## src/rtl/fifo_pkg.sv

```systemverilog
// Shared constants for the parametrised synchronous FIFO family.
package fifo_pkg;

  // Default geometry and almost-thresholds (24-bit x 16-entry).
  localparam int DEF_DATA_W    = 24;
  localparam int DEF_ADDR_W    = 4;
  localparam int DEF_AE_THRESH = 2;
  localparam int DEF_AF_THRESH = 14;

  // Read-mode selectors for the FWFT parameter.
  localparam int MODE_STD  = 0;
  localparam int MODE_FWFT = 1;

  // Number of entries addressed by an addr_w-bit pointer.
  function automatic int depth_of(input int addr_w);
    return 1 << addr_w;
  endfunction

endpackage

```

## src/rtl/fifo_mem_dp.sv

```systemverilog
// Storage array for the FIFO: synchronous write port, asynchronous read port.
module fifo_mem_dp
  import fifo_pkg::*;
#(
  parameter int DATA_W = DEF_DATA_W,
  parameter int ADDR_W = DEF_ADDR_W
) (
  input  logic              clk,
  input  logic              i_wr_en,
  input  logic [ADDR_W-1:0] i_wr_addr,
  input  logic [DATA_W-1:0] i_wr_data,
  input  logic [ADDR_W-1:0] i_rd_addr,
  output logic [DATA_W-1:0] o_rd_data
);

  logic [DATA_W-1:0] r_mem [depth_of(ADDR_W)];

  // Store the incoming word at the write address; contents survive flush and reset.
  always_ff @(posedge clk) begin
    if (i_wr_en) begin
      r_mem[i_wr_addr] <= i_wr_data;
    end
  end

  // The head word must be visible without a clock for fall-through mode.
  assign o_rd_data = r_mem[i_rd_addr];

endmodule

```

## src/rtl/fifo_sync_param.sv

```systemverilog
// Single-clock FIFO with configurable geometry, almost-flags, standard or
// first-word-fall-through read, synchronous flush and sticky error reporting.
module fifo_sync_param
  import fifo_pkg::*;
#(
  parameter int DATA_W    = DEF_DATA_W,
  parameter int ADDR_W    = DEF_ADDR_W,
  parameter int AE_THRESH = DEF_AE_THRESH,
  parameter int AF_THRESH = DEF_AF_THRESH,
  parameter int FWFT      = MODE_STD
) (
  input  logic              clk,
  input  logic              n_reset,
  input  logic              clr,
  input  logic [DATA_W-1:0] data_in,
  input  logic              wr_en,
  input  logic              rd_en,
  output logic [DATA_W-1:0] data_out,
  output logic [ADDR_W:0]   data_count,
  output logic              empty,
  output logic              full,
  output logic              almst_empty,
  output logic              almst_full,
  output logic              overflow,
  output logic              underflow,
  output logic              err
);

  localparam int              DEPTH     = depth_of(ADDR_W);
  localparam logic [ADDR_W:0] DEPTH_CNT = (ADDR_W+1)'(DEPTH);
  localparam logic [ADDR_W:0] AE_CNT    = (ADDR_W+1)'(AE_THRESH);
  localparam logic [ADDR_W:0] AF_CNT    = (ADDR_W+1)'(AF_THRESH);
  localparam logic [ADDR_W:0] CNT_ONE   = (ADDR_W+1)'(1);
  localparam logic [ADDR_W-1:0] PTR_ONE = ADDR_W'(1);

  logic [ADDR_W-1:0] r_wr_ptr;
  logic [ADDR_W-1:0] r_rd_ptr;
  logic [ADDR_W:0]   r_count;
  logic [DATA_W-1:0] r_dout;
  logic              r_ovf;
  logic              r_udf;
  logic              r_err;

  logic              w_empty;
  logic              w_full;
  logic              w_wr_acc;
  logic              w_rd_acc;
  logic              w_ovf_next;
  logic              w_udf_next;
  logic [DATA_W-1:0] w_head;

  // Flags come straight from the registered occupancy.
  assign w_empty = (r_count == '0);
  assign w_full  = (r_count == DEPTH_CNT);

  // Acceptance uses this cycle's flags, so at full a read frees no room for a
  // same-cycle write, and at empty a same-cycle write cannot feed the read.
  assign w_wr_acc   = wr_en && !w_full;
  assign w_rd_acc   = rd_en && !w_empty;
  assign w_ovf_next = wr_en && w_full;
  assign w_udf_next = rd_en && w_empty;

  fifo_mem_dp #(
    .DATA_W (DATA_W),
    .ADDR_W (ADDR_W)
  ) u_mem (
    .clk       (clk),
    .i_wr_en   (w_wr_acc && !clr),
    .i_wr_addr (r_wr_ptr),
    .i_wr_data (data_in),
    .i_rd_addr (r_rd_ptr),
    .o_rd_data (w_head)
  );

  // Advance pointers on accepted transfers and track occupancy; flush wins.
  always_ff @(posedge clk or negedge n_reset) begin
    if (!n_reset) begin
      r_wr_ptr <= '0;
      r_rd_ptr <= '0;
      r_count  <= '0;
    end else if (clr) begin
      r_wr_ptr <= '0;
      r_rd_ptr <= '0;
      r_count  <= '0;
    end else begin
      if (w_wr_acc) r_wr_ptr <= r_wr_ptr + PTR_ONE;
      if (w_rd_acc) r_rd_ptr <= r_rd_ptr + PTR_ONE;
      case ({w_wr_acc, w_rd_acc})
        2'b10:   r_count <= r_count + CNT_ONE;
        2'b01:   r_count <= r_count - CNT_ONE;
        default: r_count <= r_count;
      endcase
    end
  end

  // Standard-mode output register: captures the head word on an accepted read.
  always_ff @(posedge clk or negedge n_reset) begin
    if (!n_reset) begin
      r_dout <= '0;
    end else if (clr) begin
      r_dout <= '0;
    end else if (w_rd_acc) begin
      r_dout <= w_head;
    end
  end

  // Registered one-cycle reject pulses and the sticky error they feed.
  always_ff @(posedge clk or negedge n_reset) begin
    if (!n_reset) begin
      r_ovf <= 1'b0;
      r_udf <= 1'b0;
      r_err <= 1'b0;
    end else if (clr) begin
      r_ovf <= 1'b0;
      r_udf <= 1'b0;
      r_err <= 1'b0;
    end else begin
      r_ovf <= w_ovf_next;
      r_udf <= w_udf_next;
      r_err <= r_err | w_ovf_next | w_udf_next;
    end
  end

  // Fall-through mode shows the head word directly, forced to zero when empty.
  always_comb begin
    data_out = r_dout;
    if (FWFT == MODE_FWFT) begin
      data_out = w_empty ? '0 : w_head;
    end
  end

  assign data_count  = r_count;
  assign empty       = w_empty;
  assign full        = w_full;
  assign almst_empty = (r_count <= AE_CNT);
  assign almst_full  = (r_count >= AF_CNT);
  assign overflow    = r_ovf;
  assign underflow   = r_udf;
  assign err         = r_err;

endmodule
```

## config.mk

```make
export PLATFORM = sky130hd
export DESIGN_NAME = fifo_sync_param
export DESIGN_NICKNAME = d
export VERILOG_FILES = /design/src/rtl/fifo_pkg.sv /design/src/rtl/fifo_mem_dp.sv /design/src/rtl/fifo_sync_param.sv
export SDC_FILE = /design/constraint.sdc
export NUM_CORES = 1
export LEC_CHECK = 0
export CORE_MARGIN = 10
export CORE_UTILIZATION = 60
export DETAILED_ROUTE_END_ITERATION = 6
export PLACE_DENSITY = 0.91
export SYNTH_ARGS = -nofsm -noshare
export SYNTH_HDL_FRONTEND = slang
export SYNTH_SLANG_ARGS = --single-unit
```

## constraint.sdc

```tcl
create_clock -name clk -period 8.75 [get_ports clk]
set_clock_uncertainty 0.1 [all_clocks]
set_input_delay 1.75 -clock clk [delete_from_list [all_inputs] [get_ports clk]]
set_output_delay 1.75 -clock clk [all_outputs]
set_load 0.005 [all_outputs]
```

After elaboration in Yosys (flattened, before gate mapping). Memory sizes are Yosys's and may differ from the RTL's. Index checks and enable logic that the tools add are counted.

Output and inout port bits: 36. Flip-flop bits (word level): 40. Memory bits (writable): 384. Memories: 1. Bits of input ports: 29.

$lt $le $gt $ge: 2. Equality and inequality tests: 3. Multiplexer cells: 13. Reductions and logical operators: 12. Add/subtract/negate cells: 4. Bitwise gates (word level): 2.

Memory list: u_mem.r_mem (depth 16, bits a word 24, rd ports 1, clocked after Yosys merged registers in 0, wr ports 1, RTL line fifo_mem_dp.sv:16) `logic [DATA_W-1:0] r_mem [depth_of(ADDR_W)];`.

Operators with widths (count): two-way mux 24 bit (2); two-way mux 4 bit (4); case mux 5 bit (2 select lines) (1); adder 4 x 1 -> 4 bit, second input constant (2); adder 5 x 1 -> 5 bit, second input constant (1); equality test 5 bit, second input constant (1); >= comparator 5 x 4 -> 1 bit, second input constant (1); <= comparator 5 x 2 -> 1 bit, second input constant (1); logical AND 1 bit (5); logical NOT 5 bit (1); two-way mux 1 bit (5); two-way mux 5 bit (1); subtractor 5 x 1 -> 5 bit, second input constant (1); nonzero test 2 bit (2); logical NOT 1 bit (3); nonzero test 3 bit (1); equality test 2 x 1 -> 1 bit, second input constant (1); equality test 2 bit, second input constant (1); OR 1 bit (2).

Logic depth before layout (Yosys ltp). Gate-level depths: netlist of the first run.

Depth in word-level cells: 6. Depth in mapped cells: 11. Gate-level depth less buffers: 10.

Hierarchy. Synthesis of the first run repeated with hierarchy kept, for this count alone.

Cells, all modules: 817. Area, all modules: 16343.2 sq um.

By module, submodules not included: fifo_mem_dp (cells each 612, times used 1, area an instance 14450.1 sq um); fifo_sync_param (cells each 205, times used 1, area an instance 1893.1 sq um).

Worst setup path before layout of the first run. No wires, ideal clock.

Kind: input -> register. From: input wr_en. To: memory u_mem.r_mem[15][0] (netlist bit), enable pin. Library setup time: 405 ps. Cell stages on the path: 5. Required time: 8245 ps. Arrival time: 3790 ps. Buffers on the path: 1. Setup slack: 4455 ps. Cells stage by stage: clkbuf_1 -> inv_1 -> a21oi_1 -> nand2_1 -> nor2_1.

Cells in the longest elaborated chain, start to end: 4.

Ends and longest elaborated chain: from (decl) (RTL line fifo_sync_param.sv:16) `input logic wr_en,`; logical AND 1 bit (RTL line fifo_sync_param.sv:58) `assign w_wr_acc = wr_en && !w_full;`; logical AND 1 bit (RTL line fifo_sync_param.sv:68) `.i_wr_en (w_wr_acc && !clr),`; two-way mux 1 bit (RTL line fifo_mem_dp.sv:20) `if (i_wr_en) begin`; two-way mux 1 bit (implied by the code) (RTL line fifo_mem_dp.sv:21) `r_mem[i_wr_addr] <= i_wr_data;`; to (decl) (RTL line fifo_mem_dp.sv:16).

Every way passes these cells.

Final worst setup path of the first run.
From: input wr_en. To: memory u_mem.r_mem[12][9] (netlist bit), enable pin.

Same word-level chain as after synthesis.

==> impl_metrics.yaml, run 1 <==
power_and_ir_drop:
  power.density_mw_per_mm2: 273.7
  peakVddDrop_uv: 211.0
  leakage_nw: 5.961
grt:
  grt_pass1_wl_mm: 56.06
  grt_usage: 0.2216
  grt_max_degree: 55
  antenna_found_initial: 0
  gr-total-overflow: 0
  grt_pass1_vias: 8702
timing:
  grt_setup_unrepaired: "false"
  setup_violations: 0
  max_slew_margin: 0.1625
  maxSlewViolCount: 0
  tns_ns: 0
  finalHoldViolCount: 0
  tightest_slew_ns: 1.253
  timing.hold.ws_ns: 0.4261
  finalCriticalPeriod_ns: 4.584
  fmaxAchievable_mhz: 218.2
  fin_crit_sh: 0.5239
die:
  die_height_um: 186.0
  initial_core_util: 0.6119
  dieWidth_um: 186.0
  rows: 60
  dieArea_mm2: 0.03461
  coreArea_mm2: 0.02703
  ioPinCount: 65
critical_path:
  path_buf_inv: 3
  crit_slowest_cell: "nor2_2"
  worstSetupStartpointType: "input port"
  arrival_ns: 4.69
  critPathMaxStageDelay_ns: 0.73
  path_delay_family: "buffers and inverters"
  critical_path.max_fanout: 15
  crit_path_cell_trace: "clkdlybuf4s50_1 -> inv_1 -> a21oi_1 -> nand2_1 -> nor2_2 -> buf_4"
  crit_required_ns: 8.85
  cp-end-kind: "register"
  critical_path_class: "in -> reg"
  r2r_setup_slack_ns: 5.44
cells_and_area:
  area_growth_pct: 14.34
  n_fill_cell: 1527
  num_antenna_cells: 0
  layout-drive-gt1-share: 0.2441
  multi_input_area_mm2: 0.003792
  utilization: 0.6997
  stdcell_area_mm2: 0.01891
  fin_nets: 894
  finalNonFillerCells: 1230
  final_common_cell: "edfxtp_1"
  final_cell_mix: "384 x edfxtp_1, 96 x mux4_2, 63 x clkdlybuf4s50_1"
  seq_area_mm2: 0.01254
clock_tree:
  clock_latency_ns: 0.55
  htreeDepth: 2
  cts_tree: "yes"
  numCtsBuffers: 41
  clock_sinks: 424
  holdBufCountCts: 0
  cts_resized: 0
  cts_setup_buffers: 0
  cts.path.max_buffers: 3
  clkTransAtPathRegs_ns: 0.06
  root_buffer: "clkbuf_16"
logic_synthesis:
  synthArstFlopShare: 0.09434
  ys.flop_type: "edfxtp_1"
  synth_edf_count: 384
  yosysTopAreaCell: "edfxtp_1"
  synth_seq_cells: 424
  synth_nets: 810
  synth_area_leaders: "edfxtp_1 70%, mux4_2 13%, dfrtp_1 6.1%"
  netlist_instances: 774
  synth_area_mm2: 0.01654
  yosysTopAreaCellShare: 0.6972
  ys_seq_area_frac: 0.7578
  yosys_warnings: 0
  syn_avg_cell_area_um2: 21.37
  ys_types: 43
drt:
  route.detailed.drc: 0
  via_per_inst: 6.657
  postRouteWirelength_mm: 36.87
  ant_nets: 0
  via_count: 8188
  drtIter0Drc: 981
  detail_route.wl_per_cell_um: 29.98
  detail_route.first_pass.iterations: 5
status:
  run_status: "finished clean"
placed_design:
  post_dp_cell_area_mm2: 0.01758
  port_buffers: 64
  place_inst: 1156
  place_hpwl_mm: 21.07
  gp_congestion: 0.7998
hold_path:
  hp-class: "reg -> reg"
flow_run:
  max_cap_viol_count: 0
worst min-delay path, stage by stage (launching register included):
cell	delay, ns
dfrtp_1	0.36
a2bb2oi_2	0.06
o21ai_1	0.06
path summary, 6_finish.rpt:
check / from / end / cells past startpoint
setup / recovery: wr_en / u_mem.r_mem[12][9] / 6
max in group asynchronous: n_reset / r_rd_ptr[0] / 1
hold / removal: data_out[16] / data_out[16] / 2
setup reg to reg: data_count[1] / u_mem.r_mem[12][9] / 5
min in group asynchronous: n_reset / data_out[23] / 1
hold reg to reg: data_out[16] / data_out[16] / 2
kinds of logic after synthesis:
group,after synthesis,synth area share
AOI/OAI and AO/OA,71,0.03541
buffers and inverters,50,0.01611
DFF,424,0.7578
muxes,146,0.1610
xor gates and xnor gates,9,0.004766
adders and majority gates,7,0.005296
and+or+nand+nor,67,0.01967
metrics by stage:
step           setup slack (ns)  power, W
2_1_floorplan             4.455  0.003124
4_1_cts                   4.212  0.005199
3_5_place_dp              3.751  0.003455
6_report                  4.166  0.005176
5_1_grt                   4.028  0.005358
3_3_place_gp              3.879  0.003415
flip-flops by register name (all words and copies together) (netlist names):
signal / count
r_rd_ptr: 4
data_out: 24
err: 1
underflow: 1
data_count: 5
overflow: 1
r_wr_ptr: 4
u_mem.r_mem: 384
cells in the mapped netlist (3+ instances only):
master     number
edfxtp_1      384
mux4_2         96
mux2i_1        50
dfrtp_1        40
nor2_1         33
clkbuf_1       17
a2bb2oi_2      16
buf_2          16
o21ai_1        16
o21ai_0        14
nand2_1        12
a2bb2oi_1       8
a21oi_1         7
ha_1            7
xor2_1          7
inv_1           6
buf_6           5
nand3_1         5
buf_1           3
or3_1           3
area by class of cell:
type | instances | share of cell area
clock inverters | 18 | 0.009991
repair buffers | 85 | 0.04195
multi-input cells | 300 | 0.2006
clock buffers | 56 | 0.06054
inverters | 6 | 0.001191
flip-flops and latches | 424 | 0.6632
well taps | 341 | 0.02256
report_power, final:
| part | internal [W] | switching, W | total, W |
|---|---|---|---|
| Sequential | 0.00230 | 0.000126 | 0.00242 |
| Clock | 0.00103 | 0.000718 | 0.00175 |
| Combinational | 0.000532 | 0.000471 | 0.00100 |
| Total | 0.00386 | 0.00131 | 0.00518 |
routing by layer:
metal,up-vias,GRT usage,part of all wire
li1,3354,-,-
met1,4286,0.2832,0.37
met2,478,0.3838,0.53
met3,70,0.03568,0.077
met4,0,0.06772,0.024
met5,-,0,0
Power figures use the tool's default switching activity.
==> run 2: changes to the inputs <==
--- a/config.mk
+++ b/config.mk
@@ -6,9 +6,9 @@
 export NUM_CORES = 1
 export LEC_CHECK = 0
 export CORE_MARGIN = 10
-export CORE_UTILIZATION = 60
+export CORE_UTILIZATION = 54
 export DETAILED_ROUTE_END_ITERATION = 6
-export PLACE_DENSITY = 0.91
+export PLACE_DENSITY = 0.87
 export SYNTH_ARGS = -nofsm -noshare
 export SYNTH_HDL_FRONTEND = slang
 export SYNTH_SLANG_ARGS = --single-unit
==> constraint.sdc (replaced) <==
create_clock -name clk -period 3.9 [get_ports clk]
set_clock_uncertainty 0.1 [all_clocks]
set_input_delay 0.78 -clock clk [delete_from_list [all_inputs] [get_ports clk]]
set_output_delay 0.78 -clock clk [all_outputs]
set_load 0.005 [all_outputs]
==> run 2 against run 1 <==
  * Sequential cell count unchanged
  * Wire length shrank 3.9%
  * Hold slack worse by 0.21 ns
  * Utilization is 6.8 points lower
  * Critical path type is now reg -> out
  * First-iteration DRC count decreased by 13%
  * Clock-buffer cell count rose by 1
  * Critical endpoint is now empty
  * Highest routed layer unchanged
  * Critical path depth down 2
==> impl_metrics.yaml, run 2 (synthesized netlist as in run 1, its figures left out) <==
status:
  run_status: "finished clean"
timing:
  fmaxAchievable_mhz: 293.6
  setup_violations: 0
  finalHoldViolCount: 0
  tns_ns: 0
  fin_crit_sh: 0.8734
  max_slew_margin: 0.3960
  tightest_slew_ns: 0.9059
  grt_setup_unrepaired: "false"
  finalCriticalPeriod_ns: 3.406
  maxSlewViolCount: 0
cells_and_area:
  fin_nets: 913
  final_common_cell: "edfxtp_1"
  largest_reg_flops: 384
  layout-drive-gt1-share: 0.2610
  largest_register: "u_mem.r_mem"
  final_cell_mix: "384 x edfxtp_1, 96 x mux4_2, 63 x clkdlybuf4s50_1"
  stdcell_area_mm2: 0.01921
  area_growth_pct: 16.17
clock_tree:
  cts.path.max_buffers: 3
  root_buffer: "clkbuf_16"
  cts_setup_buffers: 0
  clkTransAtPathRegs_ns: 0.06
  cts_resized: 0
  clock_sinks: 424
  clock_latency_ns: 0.54
  htreeDepth: 2
  holdBufCountCts: 0
  numCtsBuffers: 41
  cts_tree: "yes"
drt:
  route.detailed.drc: 0
  detail_route.wl_per_cell_um: 27.16
  postRouteWirelength_mm: 35.44
  via_count: 8160
  ant_nets: 0
  detail_route.first_pass.iterations: 6
  drtIter0Drc: 853
  via_per_inst: 6.253
critical_path:
  worstSetupStartpointType: "register"
  critical_path_class: "reg -> out"
  critPathMaxStageDelay_ns: 0.52
  cp-end-kind: "output port"
  crit_slowest_cell: "dfrtp_1"
  crit_required_ns: 3.02
  path_delay_family: "simple AND/OR/NAND/NOR gates"
  crit_path_cell_trace: "nor4_4 -> nand2_1 -> inv_1 -> clkdlybuf4s50_1"
  path_buf_inv: 2
  critical_path.max_fanout: 10
  arrival_ns: 2.53
grt:
  antenna_found_initial: 1
  gr-total-overflow: 0
  grt_usage: 0.1870
  grt_pass1_vias: 8687
  grt_max_degree: 61
  grt_pass1_wl_mm: 54.95
die:
  dieArea_mm2: 0.03803
  initial_core_util: 0.5435
  ioPinCount: 65
  rows: 64
  dieWidth_um: 195.0
  coreArea_mm2: 0.03043
  die_height_um: 195.0
placed_design:
  gp_congestion: 0.8060
  post_dp_cell_area_mm2: 0.01787
  port_buffers: 64
  place_hpwl_mm: 20.71
power_and_ir_drop:
  p_total_w: 0.01169
  peakVddDrop_uv: 356.5
  power.density_mw_per_mm2: 608.4
  leakage_nw: 6.092
hold_path:
  hp-class: "in -> async"
flow_run:
  max_cap_viol_count: 0
-- run 2: final timing paths --
kind	slack (ns)	endpoint	startpoint	cells past startpoint
worst max-delay path	0.49	empty	data_count[1]	4
worst min-delay path	0.21	err	n_reset	1
worst max register to register	0.92	data_out[5]	data_count[1]	6
worst min register to register	0.41	err	err	2
max in group asynchronous	2.72	data_out[4]	n_reset	2
min in group clk	0.41	err	err	2
-- run 2: worst register-to-register path: cells and delay by family (launching register included) --
family,cells,cell delay (ns)
compound gates,3,0.55
flops,1,0.52
simple gates,2,1.25
buf+inv,1,0.42
-- run 2: layer usage --
metal	vias up	GRT usage	routed length, µm
li1	3395	-	-
met5	-	0	0
met1	4300	0.2445	13810
met4	0	0.06193	901
met3	69	0.03357	2402
met2	396	0.3120	18330
-- run 2: cell type report --
cell class	instances	area, µm²
well taps	396	495.5
inverters	6	22.52
flip-flops and latches	424	12540
fillers	1967	11220
clock inverters	17	182.7
clock buffers	57	1159
diodes	1	2.502
repair buffers	104	1023
multi-input cells	300	3787
-- run 2: through the flow --
stage,setup slack [ns],hold slack [ns],utilization,cells
after global routing,0.3774,0.2515,0.6313,1304
after CTS,0.4884,0.2267,0.6313,1304
after global placement,0.7154,0.3831,0.5873,1230
after detailed placement,0.5727,0.3985,0.5873,1230
after floorplan,0.5754,0.3844,-,774
final,0.4936,0.2116,0.6314,1305
-- run 2: power by group --
part	switching, W	total (W)	internal [W]
clock	0.00162	0.00396	0.00234
combinational	0.00103	0.00228	0.00126
sequential	0.000301	0.00545	0.00515
total	0.00295	0.0117	0.00874
==> run 3: changes to the inputs <==
--- a/config.mk
+++ b/config.mk
@@ -5,10 +5,11 @@
 export SDC_FILE = /design/constraint.sdc
 export NUM_CORES = 1
 export LEC_CHECK = 0
+export ABC_AREA = 1
 export CORE_MARGIN = 10
-export CORE_UTILIZATION = 54
+export CORE_UTILIZATION = 46
 export DETAILED_ROUTE_END_ITERATION = 6
-export PLACE_DENSITY = 0.87
+export PLACE_DENSITY = 0.77
 export SYNTH_ARGS = -nofsm -noshare
 export SYNTH_HDL_FRONTEND = slang
 export SYNTH_SLANG_ARGS = --single-unit
==> run 3 against run 2 <==
  * Register-to-register slack improved by 0.32 ns
  * First-iteration DRC count rose by 51%
  * Clock-buffer cell count fell by 5
  * Utilization fell by 9.4 points
  * Wire length rose by 15%
  * Sequential cell count did not move
  * Non-clock buffer count fell by 8
  * Sequential power fell by 2%
  * Total power fell by 4.4%
  * Largest cell class unchanged
  * Global-route usage fell by 0.77 points
  * Hold slack got worse by 0.10 ns
  * Via count rose by 30%
==> impl_metrics.yaml, run 3 <==
drt:
  detail_route.first_pass.iterations: 6
  detail_route.wl_per_cell_um: 22.77
  postRouteWirelength_mm: 40.67
  ant_nets: 0
  via_per_inst: 5.951
  dr_wl_met2_mm: 19.03
  drtIter0Drc: 1285
  via_count: 10630
  wl_met1_mm: 16.67
  wl_met3_mm: 4.129
  top_layer_used: "met4"
  route.detailed.drc: 0
logic_synthesis:
  synth_area_mm2: 0.01693
  yosys_warnings: 0
  yosysTopAreaCell: "edfxtp_1"
  ys.flop_type: "edfxtp_1"
  netlist_instances: 1224
  synth_seq_cells: 424
  ys_types: 31
  synth_nets: 1260
  ys_seq_area_frac: 0.7403
  synth_edf_count: 384
  syn_avg_cell_area_um2: 13.83
  synth_commonest_cells: "384 x edfxtp_1, 166 x nor2_1, 127 x o21ai_0"
  synthArstFlopShare: 0.09434
  synth_area_leaders: "edfxtp_1 68%, dfrtp_1 5.9%, mux2i_1 4.4%"
  yosys.cell_count.top_type: "edfxtp_1"
  yosysTopAreaCellShare: 0.6812
placed_design:
  place_inst: 1709
  dp_slack_ns: 0.6776
  place_hpwl_mm: 23.92
  gp_congestion: 0.8171
  port_buffers: 64
critical_path:
  r2r_setup_slack_ns: 1.24
  r2r_cells: 14
  r2r_end: "data_count[4]"
  cp-endpoint: "empty"
  reg2reg_from: "data_count[0]"
  worstSetupStartpointType: "register"
  arrival_ns: 1.91
  critical_path.max_fanout: 8
  crit_required_ns: 3.02
  critical_path_class: "reg -> out"
  cp-startpoint: "data_count[0]"
  cp-end-kind: "output port"
grt:
  grt_pass1_wl_mm: 61.87
  grt_pass1_vias: 10420
  grt_usage: 0.1792
  antenna_found_initial: 0
  grt_max_degree: 196
  gr-total-overflow: 0
cells_and_area:
  layout-drive-gt1-share: 0.08498
  utilization: 0.5375
  final_common_cell: "edfxtp_1"
  finalNonFillerCells: 1786
  fin_nets: 1321
  final_cell_mix: "384 x edfxtp_1, 149 x nor2_1, 127 x o21ai_0"
  area_growth_pct: 15.68
  largest_register: "u_mem.r_mem"
  n_fill_cell: 2873
  largest_reg_flops: 384
  num_antenna_cells: 0
status:
  run_status: "finished clean"
die:
  dieWidth_um: 211.8
  coreArea_mm2: 0.03643
  ioPinCount: 65
  rows: 70
  initial_core_util: 0.4646
  dieArea_mm2: 0.04487
  die_height_um: 211.8
power_and_ir_drop:
  leakage_nw: 6.485
  peakVddDrop_uv: 350.9
  power.density_mw_per_mm2: 570.8
clock_tree:
  cts_setup_buffers: 0
  holdBufCountCts: 0
  numCtsBuffers: 42
  cts_resized: 0
  clock_sinks: 424
  clock_latency_ns: 0.54
  cts.path.max_buffers: 3
  clkTransAtPathRegs_ns: 0.06
  htreeDepth: 2
  root_buffer: "clkbuf_16"
  cts_tree: "yes"
timing:
  finalCriticalPeriod_ns: 2.793
  fin_ws_ns: 1.107
  grt_setup_unrepaired: "false"
  tightest_slew_ns: 1.016
  setup_violations: 0
  fmaxAchievable_mhz: 358.0
  max_slew_margin: 0.3227
  maxSlewViolCount: 0
  fin_crit_sh: 0.7162
  finalHoldViolCount: 0
  tns_ns: 0
hold_path:
  hp-class: "in -> async"
flow_run:
  max_cap_viol_count: 0
[run 3: cell types whose count changed in the layout (fill, tap and decap cells not counted), moves of 24 or more]
cell / change
mux4_2: -96
mux2i_1: +24
o21ai_0: +113
nand2_1: +102
nand3_1: +74
nor2_1: +132
o221ai_1: +64
[run 3: where the power goes]
part / switching (W) / internal, W
Sequential: 0.000168 / 0.00515
Combinational: 0.00124 / 0.000781
Clock: 0.00163 / 0.00221
Total: 0.00303 / 0.00814
[run 3: worst min-delay path by stage]
| stage | to | slack [ns] | cells past startpoint |
|---|---|---|---|
| after floorplan | data_count[0] | 0.38 | 0 |
| after global placement | data_out[10] | 0.40 | 2 |
| after detailed placement | data_out[14] | 0.40 | 2 |
| after CTS | data_out[8] | 0.11 | 1 |
| after global routing | overflow | 0.14 | 1 |
| final | data_out[8] | 0.11 | 1 |
[run 3: logic make-up after synthesis]
logic type	after synthesis	synth area share
DFF	424	0.7403
buffers and inverters	106	0.03156
AOI/OAI and AO/OA	246	0.09062
muxes	74	0.04376
xor gates and xnor gates	2	0.001035
adders and majority gates	7	0.005174
and+or+nand+nor	365	0.08752
[run 3: layout make-up]
class,instances,area [µm²],area share
sequential,424,12540,0.6404
multi-input combinational,694,3979,0.2032
clock buffer,52,1110,0.05667
timing repair buffer,96,1076,0.05495
tap,468,585.6,0.02990
clock inverter,25,187.7,0.009584
inverter,27,103.9,0.005303
[run 3: worst max-delay path, stage by stage (launching register included)]
cell and delay, ns:
dfrtp_1 0.47, nor2_1 0.17, nand3_1 0.14, inv_1 0.10, clkdlybuf4s50_1 0.50
[run 3: per-stage QoR]
stage               hold slack (ns)  total power (W)  instance area, µm²
floorplan                    0.3844         0.006574               16930
global placement             0.4022         0.007351               18290
detailed placement           0.4024         0.007404               18290
CTS                          0.1070          0.01122               19580
global route                 0.1354          0.01162               19580
finish                       0.1093          0.01118               19580
[run 3: routing by layer]
| layer | vias up | GRT usage |
|---|---|---|
| li1 | 4698 | - |
| met1 | 5284 | 0.2474 |
| met2 | 582 | 0.2811 |
| met3 | 64 | 0.03357 |
| met4 | 0 | 0.05901 |
| met5 | - | 0 |
